[config.mk]
export PLATFORM = sky130hd
export DESIGN_NAME = serializer_fifo
export DESIGN_NICKNAME = d
export VERILOG_FILES = /design/src/rtl/serializer_fifo.sv
export SDC_FILE = /design/constraint.sdc
export NUM_CORES = 1
export LEC_CHECK = 0
export CORE_UTILIZATION = 24
export DETAILED_ROUTE_END_ITERATION = 10
export REMOVE_ABC_BUFFERS = 1
export SLEW_MARGIN = 20
export SYNTH_ARGS = -nofsm -noshare
export SYNTH_HDL_FRONTEND = slang
export SYNTH_SLANG_ARGS = --single-unit
[constraint.sdc]
create_clock -name ClkOut -period 11.4 [get_ports ClkOut]
set_input_delay 2.28 -clock ClkOut [delete_from_list [all_inputs] [get_ports ClkOut]]
set_output_delay 2.28 -clock ClkOut [all_outputs]
set_load 0.02 [all_outputs]
[src/rtl/serializer_fifo.sv]
// serializer_fifo
//   Buffered readout serializer. Hit words are pushed into a DEPTH-entry
//   circular FIFO and shifted out MSB-first on DataOut, frame after frame
//   with no idle bit while words are available. EnTestPattern substitutes
//   TEST_PATTERN for the FIFO head without popping.
//
//   Build option: define SER_PARITY_EN to append one even-parity bit after
//   each frame's LSB (frame length WIDTH+1). Default: WIDTH-bit frames.
//
// Ports
//   ClkOut        in   serial bit clock, rising edge
//   Reset         in   asynchronous active-high reset
//   WriteEn       in   push DataIn this cycle
//   DataIn        in   [WIDTH-1:0] word to push
//   Enable        in   permits starting new frames
//   EnTestPattern in   frames carry TEST_PATTERN, FIFO untouched
//   Full          out  FIFO holds DEPTH words
//   Empty         out  FIFO holds 0 words
//   Count         out  [$clog2(DEPTH+1)-1:0] FIFO occupancy
//   Overflow      out  sticky, write attempted while Full
//   FrameStart    out  high during the MSB of each frame
//   DataOut       out  serial data
module serializer_fifo #(
    parameter int unsigned      WIDTH        = 27,
    parameter int unsigned      DEPTH        = 8,
    parameter logic [WIDTH-1:0] TEST_PATTERN = WIDTH'(27'b100_10101010_11001100_00001111)
) (
    input  logic                       ClkOut,
    input  logic                       Reset,
    input  logic                       WriteEn,
    input  logic [WIDTH-1:0]           DataIn,
    input  logic                       Enable,
    input  logic                       EnTestPattern,
    output logic                       Full,
    output logic                       Empty,
    output logic [$clog2(DEPTH+1)-1:0] Count,
    output logic                       Overflow,
    output logic                       FrameStart,
    output logic                       DataOut
);

    localparam int unsigned AW = $clog2(DEPTH);
    localparam int unsigned CW = $clog2(DEPTH+1);
    localparam int unsigned BW = $clog2(WIDTH);

`ifdef SER_PARITY_EN
    typedef enum logic [1:0] {S_IDLE, S_SHIFT, S_PARITY} state_t;
`else
    typedef enum logic [1:0] {S_IDLE, S_SHIFT} state_t;
`endif

    // FIFO storage and bookkeeping
    logic [WIDTH-1:0] r_mem [DEPTH];
    logic [AW-1:0]    r_wptr;
    logic [AW-1:0]    r_rptr;
    logic [CW-1:0]    r_count;
    logic             r_full;
    logic             r_empty;
    logic             r_ovf;

    // serializer
    state_t           r_state;
    state_t           w_state_nxt;
    logic [WIDTH-1:0] r_shift;
    logic [BW-1:0]    r_bitcnt;
    logic             r_dout;
    logic             r_fs;
`ifdef SER_PARITY_EN
    logic             r_par;
`endif

    logic             w_push;
    logic             w_pop;
    logic             w_load;
    logic             w_avail;
    logic [WIDTH-1:0] w_word;
    logic [CW-1:0]    w_count_nxt;

    assign w_avail = EnTestPattern | ~r_empty;
    assign w_word  = EnTestPattern ? TEST_PATTERN : r_mem[r_rptr];
    // A full FIFO rejects the write even when a pop frees a slot this cycle.
    assign w_push  = WriteEn & ~r_full;
    assign w_pop   = w_load & ~EnTestPattern;

    always_comb begin
        w_count_nxt = r_count;
        case ({w_push, w_pop})
            2'b10:   w_count_nxt = r_count + CW'(1);
            2'b01:   w_count_nxt = r_count - CW'(1);
            default: w_count_nxt = r_count;
        endcase
    end

    always_ff @(posedge ClkOut) begin
        if (w_push) r_mem[r_wptr] <= DataIn;
    end

    always_ff @(posedge ClkOut or posedge Reset) begin
        if (Reset) begin
            r_wptr  <= '0;
            r_rptr  <= '0;
            r_count <= '0;
            r_full  <= 1'b0;
            r_empty <= 1'b1;
            r_ovf   <= 1'b0;
        end else begin
            if (w_push) r_wptr <= r_wptr + 1'b1;
            if (w_pop)  r_rptr <= r_rptr + 1'b1;
            r_count <= w_count_nxt;
            r_full  <= (w_count_nxt == CW'(DEPTH));
            r_empty <= (w_count_nxt == '0);
            if (WriteEn && r_full) r_ovf <= 1'b1;
        end
    end

    // Load decision happens on the edge that ends the previous frame (or in IDLE).
    always_comb begin
        w_state_nxt = r_state;
        w_load      = 1'b0;
        case (r_state)
            S_IDLE: begin
                if (Enable && w_avail) begin
                    w_load      = 1'b1;
                    w_state_nxt = S_SHIFT;
                end
            end
            S_SHIFT: begin
                if (r_bitcnt == '0) begin
`ifdef SER_PARITY_EN
                    w_state_nxt = S_PARITY;
`else
                    if (Enable && w_avail) begin
                        w_load      = 1'b1;
                        w_state_nxt = S_SHIFT;
                    end else begin
                        w_state_nxt = S_IDLE;
                    end
`endif
                end
            end
`ifdef SER_PARITY_EN
            S_PARITY: begin
                if (Enable && w_avail) begin
                    w_load      = 1'b1;
                    w_state_nxt = S_SHIFT;
                end else begin
                    w_state_nxt = S_IDLE;
                end
            end
`endif
            default: w_state_nxt = S_IDLE;
        endcase
    end

    // r_dout holds the bit currently on the line; r_shift holds the bits
    // still to come, so the MSB is registered out on the load edge itself.
    always_ff @(posedge ClkOut or posedge Reset) begin
        if (Reset) begin
            r_state  <= S_IDLE;
            r_shift  <= '0;
            r_bitcnt <= '0;
            r_dout   <= 1'b0;
            r_fs     <= 1'b0;
`ifdef SER_PARITY_EN
            r_par    <= 1'b0;
`endif
        end else begin
            r_state <= w_state_nxt;
            r_fs    <= w_load;
            if (w_load) begin
                r_dout   <= w_word[WIDTH-1];
                r_shift  <= {w_word[WIDTH-2:0], 1'b0};
                r_bitcnt <= BW'(WIDTH-1);
`ifdef SER_PARITY_EN
                r_par    <= ^w_word;
`endif
            end else if (r_state == S_SHIFT && r_bitcnt != '0) begin
                r_dout   <= r_shift[WIDTH-1];
                r_shift  <= r_shift << 1;
                r_bitcnt <= r_bitcnt - 1'b1;
`ifdef SER_PARITY_EN
            end else if (r_state == S_SHIFT) begin
                r_dout   <= r_par;
`endif
            end else begin
                r_dout   <= 1'b0;
            end
        end
    end

    assign Full       = r_full;
    assign Empty      = r_empty;
    assign Count      = r_count;
    assign Overflow   = r_ovf;
    assign FrameStart = r_fs;
    assign DataOut    = r_dout;

endmodule

==> flow_summary.ini, run 1 <==
[outcome]
status = finished, final reports clean

[timing]
hold_viol = 0
slew-limit-headroom = 0.289
rsz0062_at_grt = false
setup_violations = 0
tightest_slew_ns = 1.06
fin_skew_ns = 0.0251
period_minus_slack_ns = 4.81
hold_ws_ns = 0.457
setup_tns_ns = 0
layout_worst_path_cycle_share = 0.422
final_max_slew_viol_count = 0
fin_ws_ns = 6.59
fmax_ghz = 0.208

[logic_synthesis]
synth_warnings = 0
ys.flop_type = edfxtp_1
seq_area_frac_synth = 0.749
yosys-top-cells-area = edfxtp_1, mux4_2, dfrtp_1
synth_edf_count = 216
syn_inst = 541
yosysUniqueCellTypes = 37
syn-cell-area_um2 = 10200
ys_ff_latch = 263
synth_area_per_cell_um2 = 18.9
synth_area_leader_cell = edfxtp_1
async_flop_share = 0.179
synth_top_cell_area_share = 0.634

[place]
pre_cts_ws_ns = 6.08
port_buffers = 40
dpl_cell_area_um2 = 11400
gp_congestion = 0.713
dp_hpwl_mm = 11.9
place_inst = 1107

[clock_network]
clockBufferDepth = 3
cts_buffers = 28
post_cts_buffers = 0
clk_pin_slew_worst_paths_ns = 0.06
clock_latency_ns = 0.55
numClockSinks = 263
cts_tree = done
cts_resized = 0
hold_buffers = 0
root_buffer = clkbuf_16
htree_levels = 1

[worst_setup_path]
cpPeakStageDelay_ns = 0.75
path_class = in2reg
end_kind = flip-flop
path_cells = clkdlybuf4s50_1 > or3b_2 > nor2_1 > ha_1 > nor4_1 > mux2i_1 > xor2_1 > nor4b_2
cp_top_family = simple AND/OR/NAND/NOR gates
crit_buf_inv = 1
crit_path_start_kind = primary input
crit_required_ns = 11.83
crit_path_max_fanout = 28
reg2reg_depth = 10
path_depth = 8
rrSetupSlack_ns = 7.95
arrival_ns = 5.24
crit_slowest_cell = or3b_2

[layout]
fin_cells = 1154
layout-drive-gt1-share = 0.221
seq_area_um2 = 7670
multiInputGateArea_um2 = 2500
layout.nets = 636
area_growth_syn_to_layout_pct = 19.1
final_cell_area_um2 = 12200
n_antenna_cell = 0
final_common_cell = edfxtp_1
fillers = 4114
final_cell_mix = edfxtp_1, mux4_2, dfrtp_1

[power]
intPower_uw = 2080
power_leakage_uw = 0.00395
peakVddDrop_v = 0.000112
pwr-share-clk = 0.279
switching_share = 0.293
switchingPower_uw = 864
p_per_area_nw_per_um2 = 242
seqPwrFrac = 0.473
combPwrFrac = 0.248

[floorplanning]
ios = 41
dieArea_um2 = 43500
core-area_um2 = 42000
die_h_um = 209
die_x_um = 209
std_cell_rows = 75
start_util = 0.244

[route]
vias_per_cell = 4.33
drc = 0
drt_wl_total_mm = 20.3
drt_iter0_drc = 307
wl_per_cell_um = 17.6
antenna_left = 0
first_pass_iters = 5
vias = 4996

[grt]
grt_pass1_vias = 5029
grt_max_degree = 57
gr-usage-all-layers = 0.0941
grt_pass1_wl_mm = 31.3
grt.overflow.total = 0
antenna_found_initial = 1

[flow_run]
max-cap-violations = 0

[min_path]
min_path_type = reg2reg
hold_depth = 1
## worst register-to-register path, stage by stage (launching register included)
cell and delay, ns:
dfrtp_1 0.40, inv_1 0.09, ha_1 0.14, or4b_4 0.47, and2_1 0.50, nor2_1 0.41, ha_1 0.38, nor4_1 0.30
mux2i_1 0.15, xor2_1 0.26, nor4b_2 0.25
## worst paths after layout
kind,to,start
min in group asynchronous,r_shift[7],Reset
min reg2reg,Overflow,Overflow
max,Empty,Enable
max in group asynchronous,r_rptr[1],Reset
min,Overflow,Overflow
max reg2reg,Empty,r_bitcnt[0]
## power by group through the flow
stage                     logic (uW)  registers [uW]  clock network (uW)
final                            731            1390                 821
after CTS                        750            1400                 844
after global routing             798            1420                 879
after detailed placement         748            1420                   0
after floorplan                  493            1410                   0
after global placement           738            1410                   0
## cells in the mapped netlist (all sizes together) (2+ instances only)
| master | count |
|---|---|
| nor2 | 35 |
| nor4 | 3 |
| a21oi | 33 |
| a211o | 2 |
| o21ai | 16 |
| xnor2 | 7 |
| o21a | 2 |
| o22ai | 11 |
| buf | 10 |
| inv | 5 |
| clkbuf | 16 |
| nor3 | 5 |
| edfxtp | 216 |
| dfrtp | 46 |
| mux2 | 14 |
| ha | 6 |
| nor2b | 3 |
| nand2b | 4 |
| mux4 | 54 |
| xor2 | 2 |
| mux2i | 17 |
| nand2 | 22 |
## flip-flops by register name, summed over array words and instances (netlist names)
register / count
r_mem: 216
r_shift: 26
r_bitcnt: 5
Count: 4
r_rptr: 3
r_wptr: 3
DataOut: 1
Empty: 1
FrameStart: 1
Full: 1
Overflow: 1
r_state: 1
## final cells by class
cell class	count	share of cell area
sequential	263	0.629
multi-input combinational	246	0.205
clock buffer	32	0.0587
tap	539	0.0553
timing repair buffer	53	0.0409
clock inverter	15	0.00913
inverter	6	0.00195
## metal layers
layer,global-route usage,part of all wire
met1,0.132,0.47
met2,0.147,0.48
met3,0.0201,0.042
met4,0.0256,0.015
met5,0,0
## per-stage QoR
step / total power (uW) / utilization
3_3_place_gp: 2150 / 0.270
4_1_cts: 2990 / 0.290
6_report: 2950 / 0.290
5_1_grt: 3100 / 0.290
3_5_place_dp: 2170 / 0.270
2_1_floorplan: 1900 / -
## cells by family after synthesis
group | Yosys count | synth area share
DFF | 263 | 0.749
muxes | 85 | 0.151
and+or+nand+nor | 78 | 0.0358
AOI/OAI and AO/OA | 68 | 0.0372
buffers and inverters | 32 | 0.0126
xor gates and xnor gates | 9 | 0.00770
adders and majority gates | 6 | 0.00733
(Power assumes the default switching activity.)
==> run 2: changes to the inputs <==
- clock period: 11.4 -> 4.7 ns (I/O delays scaled with it)
==> flow_summary.ini, run 2 (synthesis gave the netlist of run 1 again) <==
[outcome]
status = finished, final reports clean

[worst_setup_path]
arrival_ns = 3.83
crit_path_start_kind = primary input
crit_path_max_fanout = 28
crit_required_ns = 5.13
end_kind = flip-flop
path_class = in2reg

[route]
drt_iter0_drc = 381
drc = 0
vias_per_cell = 4.31
first_pass_iters = 4
wl_per_cell_um = 18.2
drt_wl_total_mm = 21.2
vias = 5004
antenna_left = 0

[power]
power.total_uw = 7140
switching_share = 0.295
combPwrFrac = 0.251
power_leakage_uw = 0.00395
switchingPower_uw = 2110
pwr-share-clk = 0.272
p_per_area_nw_per_um2 = 586
intPower_uw = 5040
peakVddDrop_v = 0.000249
seqPwrFrac = 0.477

[grt]
grt_pass1_wl_mm = 33.3
grt_max_degree = 57
gr-usage-all-layers = 0.100
antenna_found_initial = 1
grt_pass1_vias = 5360
grt.overflow.total = 0

[timing]
fmax_ghz = 0.294
fin_skew_ns = 0.0114
period_minus_slack_ns = 3.40
slew-limit-headroom = 0.365
hold_viol = 0
tightest_slew_ns = 0.952
setup_tns_ns = 0
final_max_slew_viol_count = 0
layout_worst_path_cycle_share = 0.723
hold_ws_ns = 0.456
rsz0062_at_grt = false
setup_violations = 0

[clock_network]
clockBufferDepth = 3
cts_buffers = 27
cts_resized = 0
post_cts_buffers = 0
clock_latency_ns = 0.53
root_buffer = clkbuf_16
htree_levels = 1
cts_tree = done
hold_buffers = 0
clk_pin_slew_worst_paths_ns = 0.06
numClockSinks = 263

[layout]
final_cell_area_um2 = 12200
fin_cells = 1161
fillers = 4126
layout-drive-gt1-share = 0.217
multiInputGateArea_um2 = 2490
reg_top3 = r_mem x216, r_shift x26, r_bitcnt x5
final_common_cell = edfxtp_1
final_cell_mix = edfxtp_1, mux4_2, dfrtp_1
n_antenna_cell = 0
area_growth_syn_to_layout_pct = 19.1
top_register = r_mem
largest_reg_flops = 216
layout.nets = 640
seq_area_um2 = 7670

[floorplanning]
dieArea_um2 = 43500
ios = 41
std_cell_rows = 75
die_h_um = 209
die_x_um = 209
start_util = 0.244
core-area_um2 = 42000

[place]
gp_congestion = 0.708
place_inst = 1112
port_buffers = 40
dp_hpwl_mm = 12.7
dpl_cell_area_um2 = 11400

[min_path]
min_path_type = reg2reg

[flow_run]
max-cap-violations = 0
-- run 2: cell types whose count changed in the layout (fill, tap and decap cells not counted) --
| cell | delta |
|---|---|
| buf_4 | +5 |
| clkbuf_1 | +7 |
| clkbuf_16 | -1 |
| clkinv_2 | -3 |
| clkinv_4 | -1 |
| clkinv_8 | -1 |
| clkinvlp_4 | +1 |
| nand2_1 | +1 |
| nand2_2 | -1 |
-- run 2: area by class of cell --
| cell class | count | share of cell area |
|---|---|---|
| clock buffer | 38 | 0.0588 |
| clock inverter | 11 | 0.00646 |
| inverter | 6 | 0.00195 |
| multi-input combinational | 246 | 0.204 |
| sequential | 263 | 0.629 |
| tap | 539 | 0.0553 |
| timing repair buffer | 58 | 0.0439 |
-- run 2: stage by stage --
stage	utilization	worst slack, ns
CTS	0.290	1.29
global route	0.290	0.976
finish	0.290	1.30
floorplan	-	0.161
detailed placement	0.271	0.772
global placement	0.271	0.859
-- run 2: layer usage --
metal / track usage / vias to the layer above / routed length [um]
li1: - / 2270 / -
met1: 0.138 / 2597 / 9510
met2: 0.161 / 98 / 10300
met3: 0.0207 / 37 / 991
met4: 0.0256 / 2 / 403
met5: 0 / - / 9
-- run 2: final timing paths --
kind	end	slack, ns	startpoint	cells after the start
setup reg to reg	Empty	1.37	r_bitcnt[0]	10
hold reg to reg	Overflow	0.46	Overflow	1
setup / recovery	Empty	1.30	Enable	10
min in group asynchronous	r_shift[8]	0.94	Reset	2
hold / removal	Overflow	0.46	Overflow	1
max in group asynchronous	r_rptr[0]	3.14	Reset	2
-- run 2: critical path: stages --
cell	delay [ns]
clkdlybuf4s50_1	0.49
or3b_2	0.75
a211o_1	0.39
xnor2_1	0.15
ha_1	0.19
a21oi_1	0.16
nor2b_1	0.15
mux2i_1	0.09
xnor2_1	0.18
nor4b_2	0.31
-- run 2: power groups by stage --
stage	logic [uW]	clock network (uW)	registers [uW]
3_3_place_gp	1800	0	3440
4_1_cts	1840	2000	3420
5_1_grt	1970	2090	3470
2_1_floorplan	1200	0	3420
6_report	1790	1940	3410
3_5_place_dp	1830	0	3470
==> run 3: changes to the inputs <==
- clock period: 4.7 -> 3.27 ns (I/O delays scaled with it)
==> flow_summary.ini, run 3 (synthesis gave the netlist of run 1 again) <==
[outcome]
status = finished, final reports clean

[timing]
fin_skew_ns = 0.0222
period_minus_slack_ns = 2.75
setup_violations = 0
rsz0062_at_grt = false
tightest_slew_ns = 0.659
slew-limit-headroom = 0.561
setup_tns_ns = 0
hold_viol = 0
fmax_ghz = 0.363
final_max_slew_viol_count = 0
layout_worst_path_cycle_share = 0.842
fin_ws_ns = 0.515

[floorplanning]
dieArea_um2 = 43500
die_h_um = 209
start_util = 0.244
core-area_um2 = 42000
std_cell_rows = 75
die_x_um = 209
ios = 41

[worst_setup_path]
arrival_ns = 3.18
path_class = reg2reg
end_kind = flip-flop
crit_required_ns = 3.70
crit_path_start_kind = flip-flop
crit_path_max_fanout = 3

[layout]
final_cell_mix = edfxtp_1, mux4_2, dfrtp_1
reg_top3 = r_mem x216, r_shift x26, r_bitcnt x5
area_growth_syn_to_layout_pct = 20.9
final_common_cell = edfxtp_1
fin_cells = 1170
final_cell_area_um2 = 12400
layout.nets = 648
top_register = r_mem
utilization = 0.294
fillers = 4112
layout-drive-gt1-share = 0.237
largest_reg_flops = 216

[clock_network]
hold_buffers = 0
clk_pin_slew_worst_paths_ns = 0.06
root_buffer = clkbuf_16
clockBufferDepth = 3
cts_buffers = 27
cts_tree = done
post_cts_buffers = 0
numClockSinks = 263
cts_resized = 0
clock_latency_ns = 0.54
htree_levels = 1

[route]
vias_per_cell = 4.28
wl_per_cell_um = 17.7
first_pass_iters = 5
vias = 5002
drt_wl_total_mm = 20.7
antenna_left = 0
drc = 0
drt_iter0_drc = 396

[power]
peakVddDrop_v = 0.000462
power_leakage_uw = 0.00403
p_per_area_nw_per_um2 = 837

[place]
gp_congestion = 0.699
dpl_cell_area_um2 = 11600
pre_cts_ws_ns = 0.0174
dp_hpwl_mm = 12.3
place_inst = 1120
port_buffers = 40

[grt]
gr-usage-all-layers = 0.0967
grt_max_degree = 37
grt_pass1_wl_mm = 32.0
grt.overflow.total = 0
antenna_found_initial = 2
grt_pass1_vias = 5309

[flow_run]
max-cap-violations = 0

[min_path]
min_path_type = reg2reg
-- run 3: changes by cell type in the layout (fill, tap and decap cells not counted) --
cell and delta:
buf_12 +8, clkbuf_1 -6, clkinv_2 +2, clkinvlp_4 +2, dfrtp_2 +1, dfrtp_4 -1, diode_2 +1, inv_16 +1
inv_2 +1
-- run 3: layout make-up --
class | instances | area (um2) | area share
sequential | 263 | 7670 | 0.619
multi-input combinational | 246 | 2490 | 0.201
timing repair buffer | 66 | 696 | 0.0562
clock buffer | 32 | 694 | 0.0561
tap | 539 | 674 | 0.0545
clock inverter | 17 | 129 | 0.0104
inverter | 6 | 22.5 | 0.00182
antenna | 1 | 2.50 | 0.000202
-- run 3: power breakdown --
part           total, uW  internal [uW]  switching, uW
registers           4750           4320            426
logic               2780           1410           1370
clock network       2840           1600           1230
total              10400           7330           3030
-- run 3: path summary, 6_finish.rpt --
check	startpoint	cells past startpoint	endpoint	slack, ns
worst max-delay path	r_bitcnt[0]	11	Full	0.52
worst min-delay path	Overflow	1	Overflow	0.46
worst max register to register	r_bitcnt[0]	11	Full	0.52
worst min register to register	Overflow	1	Overflow	0.46
max in group asynchronous	Reset	3	r_shift[6]	2.16
min in group asynchronous	Reset	2	r_rptr[1]	0.59
-- run 3: routing by layer --
layer  wire length, um  global-route usage  vias up  part of all wire
li1                  -                   -     2302                 -
met5                13                   0        -           0.00063
met4               299              0.0238        2             0.014
met2             10400               0.160       86              0.50
met3               865              0.0195       21             0.042
met1              9160               0.130     2591              0.44
-- run 3: through the flow --
stage          hold WS [ns]  total power [uW]
6_report              0.458             10400
5_1_grt               0.479             10900
2_1_floorplan         0.450              6630
4_1_cts               0.466             10500
3_3_place_gp          0.454              7620
3_5_place_dp          0.448              7680
-- run 3: worst max-delay path, stage by stage (launching register included) --
cell and delay (ns):
dfrtp_1 0.41, inv_1 0.09, ha_1 0.14, or4b_4 0.47
a211o_1 0.37, xnor2_1 0.15, ha_1 0.18, a21oi_1 0.14
nor2b_1 0.15, mux2i_1 0.09, xnor2_1 0.18, nor4_2 0.28
